File: config.mk
export PLATFORM = sky130hd
export DESIGN_NAME = data_memory_arbiter
export DESIGN_NICKNAME = d
export VERILOG_FILES = /design/src/rtl/dmem_arb_pkg.sv /design/src/rtl/dmem_addr_check.sv /design/src/rtl/data_memory_arbiter.sv
export SDC_FILE = /design/constraint.sdc
export NUM_CORES = 1
export LEC_CHECK = 0
export ABC_AREA = 1
export BUFFER_PORTS_ARGS = -buffer_cell sky130_fd_sc_hd__buf_2
export CORE_AREA = 8 8 112 114
export DETAILED_ROUTE_END_ITERATION = 12
export DIE_AREA = 0 0 120 122
export GPL_ROUTABILITY_DRIVEN = 0
export PLACE_DENSITY_LB_ADDON = 0.12
export SLEW_MARGIN = 15
export SYNTH_ARGS = -nofsm -noshare
export SYNTH_HDL_FRONTEND = slang
export SYNTH_HIERARCHICAL = 1
export SYNTH_SLANG_ARGS = --single-unit
File: constraint.sdc
create_clock -name clk -period 6.5 [get_ports clk]
set_clock_uncertainty 0.05 [all_clocks]
set_input_delay 0.325 -clock clk [delete_from_list [all_inputs] [get_ports clk]]
set_output_delay 0.325 -clock clk [all_outputs]
set_load 0.01 [all_outputs]
File: src/rtl/dmem_arb_pkg.sv
// Shared definitions for the data-memory arbiter: FSM state encoding,
// requester indices and the default byte address of memory word 0.
package dmem_arb_pkg;

    typedef enum logic [1:0] {
        IDLE   = 2'd0,
        ACCESS = 2'd1,
        DONE   = 2'd2
    } dmem_arb_state_e;

    localparam logic REQ_CPU = 1'b0;
    localparam logic REQ_LDR = 1'b1;

    localparam logic [31:0] DEFAULT_BASE_ADDR = 32'h1001_0000;

endpackage

File: src/rtl/dmem_addr_check.sv
// Combinational base/alignment/range check for a memory-mapped word array.
// Produces addr_ok and the word index (byte offset from BASE_ADDR >> 2).
module dmem_addr_check #(
    parameter int                    DATA_WIDTH   = 32,
    parameter int                    MEMORY_DEPTH = 1024,
    parameter logic [DATA_WIDTH-1:0] BASE_ADDR    = 'h1001_0000,
    localparam int                   IDX_W        = (MEMORY_DEPTH > 1) ? $clog2(MEMORY_DEPTH) : 1
) (
    input  logic [DATA_WIDTH-1:0] addr_i,
    output logic                  addr_ok_o,
    output logic [IDX_W-1:0]      word_idx_o
);

    logic [DATA_WIDTH-1:0] offset;
    logic [DATA_WIDTH-1:0] word;

    // Offset wraps for addresses below base; the base compare masks that case.
    always_comb begin
        offset     = addr_i - BASE_ADDR;
        word       = offset >> 2;
        addr_ok_o  = (addr_i >= BASE_ADDR) && (addr_i[1:0] == 2'b00) &&
                     (word < DATA_WIDTH'(MEMORY_DEPTH));
        word_idx_o = word[IDX_W-1:0];
    end

endmodule

File: src/rtl/data_memory_arbiter.sv
// Two-port arbiter sharing a single-port data memory between the CPU
// load/store path (requester 0) and a loader/debug port (requester 1).
// Each access runs IDLE -> ACCESS -> DONE; ack/err/rdata pulse in DONE.
// Optional build macro DMEM_ARB_FIXED_PRIORITY_EN: requester 0 wins every
// tie instead of round-robin.
module data_memory_arbiter
    import dmem_arb_pkg::*;
#(
    parameter int                    DATA_WIDTH   = 32,
    parameter int                    MEMORY_DEPTH = 1024,
    parameter logic [DATA_WIDTH-1:0] BASE_ADDR    = DATA_WIDTH'(DEFAULT_BASE_ADDR)
) (
    input  logic                  clk,
    input  logic                  reset,
    input  logic                  req0,
    input  logic                  req1,
    input  logic                  we0,
    input  logic                  we1,
    input  logic [DATA_WIDTH-1:0] addr0,
    input  logic [DATA_WIDTH-1:0] addr1,
    input  logic [DATA_WIDTH-1:0] wdata0,
    input  logic [DATA_WIDTH-1:0] wdata1,
    output logic                  ack0,
    output logic                  ack1,
    output logic                  err0,
    output logic                  err1,
    output logic [DATA_WIDTH-1:0] rdata0,
    output logic [DATA_WIDTH-1:0] rdata1,
    output logic [DATA_WIDTH-1:0] mem_Address,
    output logic [DATA_WIDTH-1:0] mem_WriteData,
    output logic                  mem_MemWrite,
    output logic                  mem_MemRead,
    input  logic [DATA_WIDTH-1:0] mem_ReadData
);

    localparam int IDX_W = (MEMORY_DEPTH > 1) ? $clog2(MEMORY_DEPTH) : 1;

    dmem_arb_state_e       state_q, state_d;
    logic                  grant_q, grant_d;
    logic                  last_grant_q, last_grant_d;
    logic [DATA_WIDTH-1:0] rdata_q, rdata_d;
    logic                  err_q, err_d;

    logic                  sel_we;
    logic [DATA_WIDTH-1:0] sel_addr;
    logic [DATA_WIDTH-1:0] sel_wdata;
    logic                  addr_ok;
    logic [IDX_W-1:0]      unused_word_idx;

    // Route the granted requester's command toward the memory side.
    always_comb begin
        sel_we    = (grant_q == REQ_LDR) ? we1    : we0;
        sel_addr  = (grant_q == REQ_LDR) ? addr1  : addr0;
        sel_wdata = (grant_q == REQ_LDR) ? wdata1 : wdata0;
    end

    dmem_addr_check #(
        .DATA_WIDTH   (DATA_WIDTH),
        .MEMORY_DEPTH (MEMORY_DEPTH),
        .BASE_ADDR    (BASE_ADDR)
    ) u_addr_check (
        .addr_i     (sel_addr),
        .addr_ok_o  (addr_ok),
        .word_idx_o (unused_word_idx)
    );

    // State, grant and response registers; reset forces IDLE and aborts any access.
    always_ff @(posedge clk or negedge reset) begin
        if (!reset) begin
            state_q      <= IDLE;
            grant_q      <= REQ_CPU;
            last_grant_q <= REQ_LDR;
            rdata_q      <= '0;
            err_q        <= 1'b0;
        end else begin
            state_q      <= state_d;
            grant_q      <= grant_d;
            last_grant_q <= last_grant_d;
            rdata_q      <= rdata_d;
            err_q        <= err_d;
        end
    end

    // Arbitration in IDLE, memory strobes and response capture in ACCESS.
    always_comb begin
        state_d       = state_q;
        grant_d       = grant_q;
        last_grant_d  = last_grant_q;
        rdata_d       = rdata_q;
        err_d         = err_q;
        mem_Address   = '0;
        mem_WriteData = '0;
        mem_MemWrite  = 1'b0;
        mem_MemRead   = 1'b0;
        case (state_q)
            IDLE: begin
                if (req0 && req1) begin
`ifdef DMEM_ARB_FIXED_PRIORITY_EN
                    grant_d = REQ_CPU;
`else
                    grant_d = ~last_grant_q;
`endif
                    state_d = ACCESS;
                end else if (req0) begin
                    grant_d = REQ_CPU;
                    state_d = ACCESS;
                end else if (req1) begin
                    grant_d = REQ_LDR;
                    state_d = ACCESS;
                end
            end
            ACCESS: begin
                mem_Address   = sel_addr;
                mem_WriteData = sel_wdata;
                mem_MemWrite  = sel_we && addr_ok;
                mem_MemRead   = !sel_we && addr_ok;
                rdata_d       = (!sel_we && addr_ok) ? mem_ReadData : '0;
                err_d         = !addr_ok;
                last_grant_d  = grant_q;
                state_d       = DONE;
            end
            DONE: begin
                state_d = IDLE;
            end
            default: begin
                state_d = IDLE;
            end
        endcase
    end

    // Response to the granted requester only during DONE; zero elsewhere.
    always_comb begin
        ack0   = (state_q == DONE) && (grant_q == REQ_CPU);
        ack1   = (state_q == DONE) && (grant_q == REQ_LDR);
        err0   = ack0 && err_q;
        err1   = ack1 && err_q;
        rdata0 = ack0 ? rdata_q : '0;
        rdata1 = ack1 ? rdata_q : '0;
    end

endmodule

# Word-level counts from Yosys, hierarchy flattened
# Cells that the tools add are included.
totals:
  regBits: 37
  latch_bits: 0
  mem_bits_rw: 0
  romBits: 0
  out_inout_bits: 134
  wordCells: 45
  mem_count: 0
op_classes:
  add_sub_neg: 1
  multipliers: 0
  n_div: 0
  n_lt_le_gt_ge: 2
  n_eq_ne: 3
  shift: 0
  muxes: 17
  n_bitwise: 2
  reduce_logical: 15
ops:
  columns: ["op", "n"]
  rows:
  - ["$mux W32", 7]
  - ["$ge A32 B29 Y1 const B", 1]
  - ["$sub A32 B29 Y32 const B", 1]
  - ["$lt A30 B11 Y1 const B", 1]
  - ["$logic_and A1 B1 Y1", 9]
  - ["$mux W1", 6]
  - ["$mux W2", 3]
  - ["$logic_not A2 Y1", 2]
  - ["$ne A4 B4 Y1 const B", 1]
  - ["$pmux W2 S2", 1]
  - ["$reduce_bool A3 Y1", 1]
  - ["$eq A2 B1 Y1 const B", 1]
  - ["$eq A2 B2 Y1 const B", 1]
  - ["$logic_not A1 Y1", 2]
  - ["$not A1 Y1", 2]
  - ["$reduce_and A2 Y1", 1]

# Logic depth before layout (Yosys ltp)
depth:
  depth_word: 6
  mapped_depth: 19

# Hierarchy
# The synthesis kept the hierarchy.
modules_own_cells:
  columns: ["mod", "n_inst", "cells_each", "area_each_um2"]
  rows:
  - ["data_memory_arbiter", 1, 521, 3031.7]
  - ["dmem_addr_check", 1, 90, 420.4]

# Worst setup path before layout
# No wires, ideal clock.
synth_timing:
  path_kind: "reg2out"
  from: "register grant_q"
  to: "output port mem_MemWrite"
  arrival_time_ns: 1.931
  t_required_ns: 6.125
  setup_slack_ns: 4.194
  stages_incl_launch_ff: 16
  path_cell_list: "dfrtp_1 > buf_4 > buf_4 > nand2_1 > nand2_1 > nor2_2 > nand2_2 > nor2_4 > nand2_1 > nand2_1 > nand2_1 > nor2_2 > nand3_1 > nor2_1 > inv_1 > nor3_2"
synth_via:
  elab_chain_len: 6
  word_cells_on_any_way: 10
  classes_between: "add/sub: 1; order compare: 2; mux: 3; reduce/logical: 4"
synth_rtl:
  columns: ["item", "line", "rtl"]
  rows:
  - ["start: declaration", "data_memory_arbiter.sv:39", "logic grant_q, grant_d;"]
  - ["start signal: assignment", "data_memory_arbiter.sv:77", "grant_q <= grant_d;"]
  - ["$mux W32 *", "data_memory_arbiter.sv:53", "sel_addr = (grant_q == REQ_LDR) ? addr1 : addr0;"]
  - ["net sel_addr[17]", "data_memory_arbiter.sv:45", "logic [DATA_WIDTH-1:0] sel_addr;"]
  - ["$sub A32 B29 Y32 or $ge A32 B29 Y1 (tied branches)", "dmem_addr_check.sv:19, dmem_addr_check.sv:21", null]
  - ["$lt A30 B11 Y1 or $logic_and A1 B1 Y1 (tied branches)", "dmem_addr_check.sv:22, dmem_addr_check.sv:21", null]
  - ["$logic_and A1 B1 Y1 *", "dmem_addr_check.sv:21", "addr_ok_o = (addr_i >= BASE_ADDR) && (addr_i[1:0] == 2'b00) &&"]
  - ["net addr_ok", "data_memory_arbiter.sv:47", "logic addr_ok;"]
  - ["$logic_and A1 B1 Y1 *", "data_memory_arbiter.sv:115", "mem_MemWrite = sel_we && addr_ok;"]
  - ["$mux W1 *", "data_memory_arbiter.sv:95", "case (state_q)"]
  - ["end: declaration", "data_memory_arbiter.sv:31", "output logic mem_MemWrite,"]
# Mark *: on every way through the listed nets, which the timed path passes. The rest lies on a longest branch.

# Final worst setup path
# Same ends and word-level chain as after synthesis.

==> flow_metrics.py <==
metrics = {
    "status": {
        "run_status": "complete, no violations",
    },
    "sta": {
        "finalMaxSlewViolations": 0,
        "maxSlewHeadroom_pct": 28.4,
        "fin_tns_setup_ns": 0,
        "setup-violations-final": 0,
        "finalCriticalPeriod_ns": 3.47,
        "worstMarginPinSlew_ns": 1.07,
        "hold_ws_ns": 0.0832,
        "rsz0062_at_grt": "no",
        "fin_crit_sh_pct": 53.4,
        "fmax_mhz": 288,
        "finalHoldViolCount": 0,
    },
    "place": {
        "hpwl_um": 11600,
        "place_area_mm2": 0.00477,
        "placement.io_buffers": 299,
        "dpl.cell_count": 996,
    },
    "clock_tree": {
        "cts_hold_buf": 0,
        "clk_path_buf_depth": 2,
        "clock-sinks": 37,
        "cts_resized": 0,
        "worstSkewPairLatency_ns": 0.28,
        "h-tree-depth": 2,
        "cts_buffers": 5,
        "clockRootBuffer": "clkbuf_8",
        "post_cts_buffers": 0,
        "clk_pin_slew_ns": 0.08,
        "cts_tree": "done",
    },
    "grt": {
        "grt_antenna_before_repair": 1,
        "grt_pass1_wl_um": 23000,
        "grt_remaining_overflow": 0,
        "grt_max_degree": 104,
        "grt_pass1_vias": 4615,
        "grt_usage_pct": 18.8,
    },
    "critical_path": {
        "critPathKind": "reg -> out",
        "arrival_ns": 3.10,
        "critPathCaptureType": "output pin",
        "startpoint_type": "register",
        "cp.required_ns": 6.12,
        "critPathMaxFanout": 68,
    },
    "routing": {
        "dr.pass1.iters": 5,
        "vias": 4638,
        "ant_nets": 0,
        "drcViolationCount": 0,
        "avgViaCountPerCell": 4.61,
        "drt_wl_total_um": 14800,
        "wl_per_cell_um": 14.7,
        "drt-initial-drc-count": 302,
    },
    "final_layout": {
        "final_area_mm2": 0.00487,
        "area_growth_syn_to_layout_pct": 45.7,
        "drive_above_1_share_pct": 37.6,
        "fill_cells": 1168,
        "seqCellArea_um2": 928,
        "multi_input_area_mm2": 0.00193,
        "nets": 1029,
        "stdcell_count": 1006,
    },
    "logic_synthesis": {
        "postSynthCellCount": 591,
        "synth.net_count": 757,
        "synth.avg_cell_area_um2": 5.65,
        "netlist_area_mm2": 0.00334,
        "ys_warn_count": 6,
    },
    "floorplan": {
        "die-height_um": 122,
        "rows": 38,
        "coreArea_mm2": 0.0107,
        "io_pins": 300,
        "start_util_pct": 31.2,
        "dieArea_mm2": 0.0146,
        "fp.dieW_um": 120,
    },
    "power_and_ir_drop": {
        "p_leak_nw": 3.00,
        "power_density_mw_per_mm2": 277,
        "vdd_drop_max_mv": 0.176,
    },
    "worst_hold_path": {
        "min_path_type": "in -> async",
    },
    "job": {
        "cap_violations": 0,
    },
}
[routing by layer]
layer	GRT usage [%]	part of all wire [%]	vias up
li1	-	-	2359
met2	33.7	49	218
met4	6.25	2.1	0
met5	0	0	-
met1	21.2	41	2039
met3	5.28	8.1	22
[worst max-delay path, stage by stage, from the launching register on]
cell and delay (ns):
dfrtp_2 0.41, inv_2 0.77, nand2_1 0.17, nand2_1 0.18, inv_1 0.09, nand2_1 0.11
nor2_1 0.07, nand2_1 0.09, nand2_1 0.07, o21ai_1 0.08, nand3_1 0.08, nor2_1 0.17
inv_1 0.11, nor3_2 0.18, buf_2 0.20
[state kept, by name, indices dropped and copies added (netlist names)]
register	count
err_q	1
grant_q	1
last_grant_q	1
rdata_q	32
state_q	2
[cells in the final DEF, fill, tap and decap left out]
master / instances
or2_0: 1
dfrtp_2: 1
inv_2: 2
nand3_1: 40
nor2_1: 86
diode_2: 2
clkinv_2: 1
nor2_2: 4
nand3_2: 1
nor3_2: 1
clkinv_4: 1
o21ai_0: 4
nand4_1: 2
and3_1: 1
buf_4: 3
inv_1: 54
a21oi_1: 66
dfstp_2: 1
o21ai_1: 3
nand2_1: 246
clkbuf_8: 6
buf_2: 299
dfrtp_1: 35
nor2_4: 2
nand2_4: 1
nor3_1: 1
nand2_2: 2
[stage by stage]
step / setup WS, ns / util [%] / power [mW]
floorplan: 4.19 / - / 0.953
global placement: 3.23 / 44.5 / 1.18
detailed placement: 3.09 / 44.5 / 1.20
CTS: 3.02 / 45.5 / 1.37
global route: 2.70 / 45.5 / 1.48
finish: 3.03 / 45.5 / 1.35
[power breakdown]
group	total, mW	internal [mW]	leakage [nW]	switching [mW]
logic	0.927	0.279	2.44	0.648
clock network	0.170	0.0860	0.0512	0.0841
registers	0.253	0.244	0.503	0.00860
total	1.35	0.609	3.00	0.741
[area by class of cell]
class,count,area share (%)
diodes,2,0.103
clock buffers,6,1.70
clock inverters,2,0.283
inverters,56,4.32
multi-input cells,461,39.7
flip-flops and latches,37,19.1
well taps,140,3.60
repair buffers,302,31.2
[worst paths after layout]
| kind | end | cells past startpoint | start | slack [ns] |
|---|---|---|---|---|
| setup / recovery | mem_MemWrite | 14 | grant_q$_DFFE_PN0P_ | 3.03 |
| hold / removal | rdata_q[20]$_DFFE_PN0N_ | 1 | reset | 0.08 |
| setup reg to reg | rdata_q[10]$_DFFE_PN0N_ | 15 | grant_q$_DFFE_PN0P_ | 3.06 |
| hold reg to reg | last_grant_q$_DFFE_PN1N_ | 2 | last_grant_q$_DFFE_PN1N_ | 0.43 |
| max in group asynchronous | grant_q$_DFFE_PN0P_ | 1 | reset | 5.72 |
| min in group clk | rdata_q[20]$_DFFE_PN0N_ | 3 | mem_ReadData[20] | 0.21 |
Power figures use the tool's default switching activity.
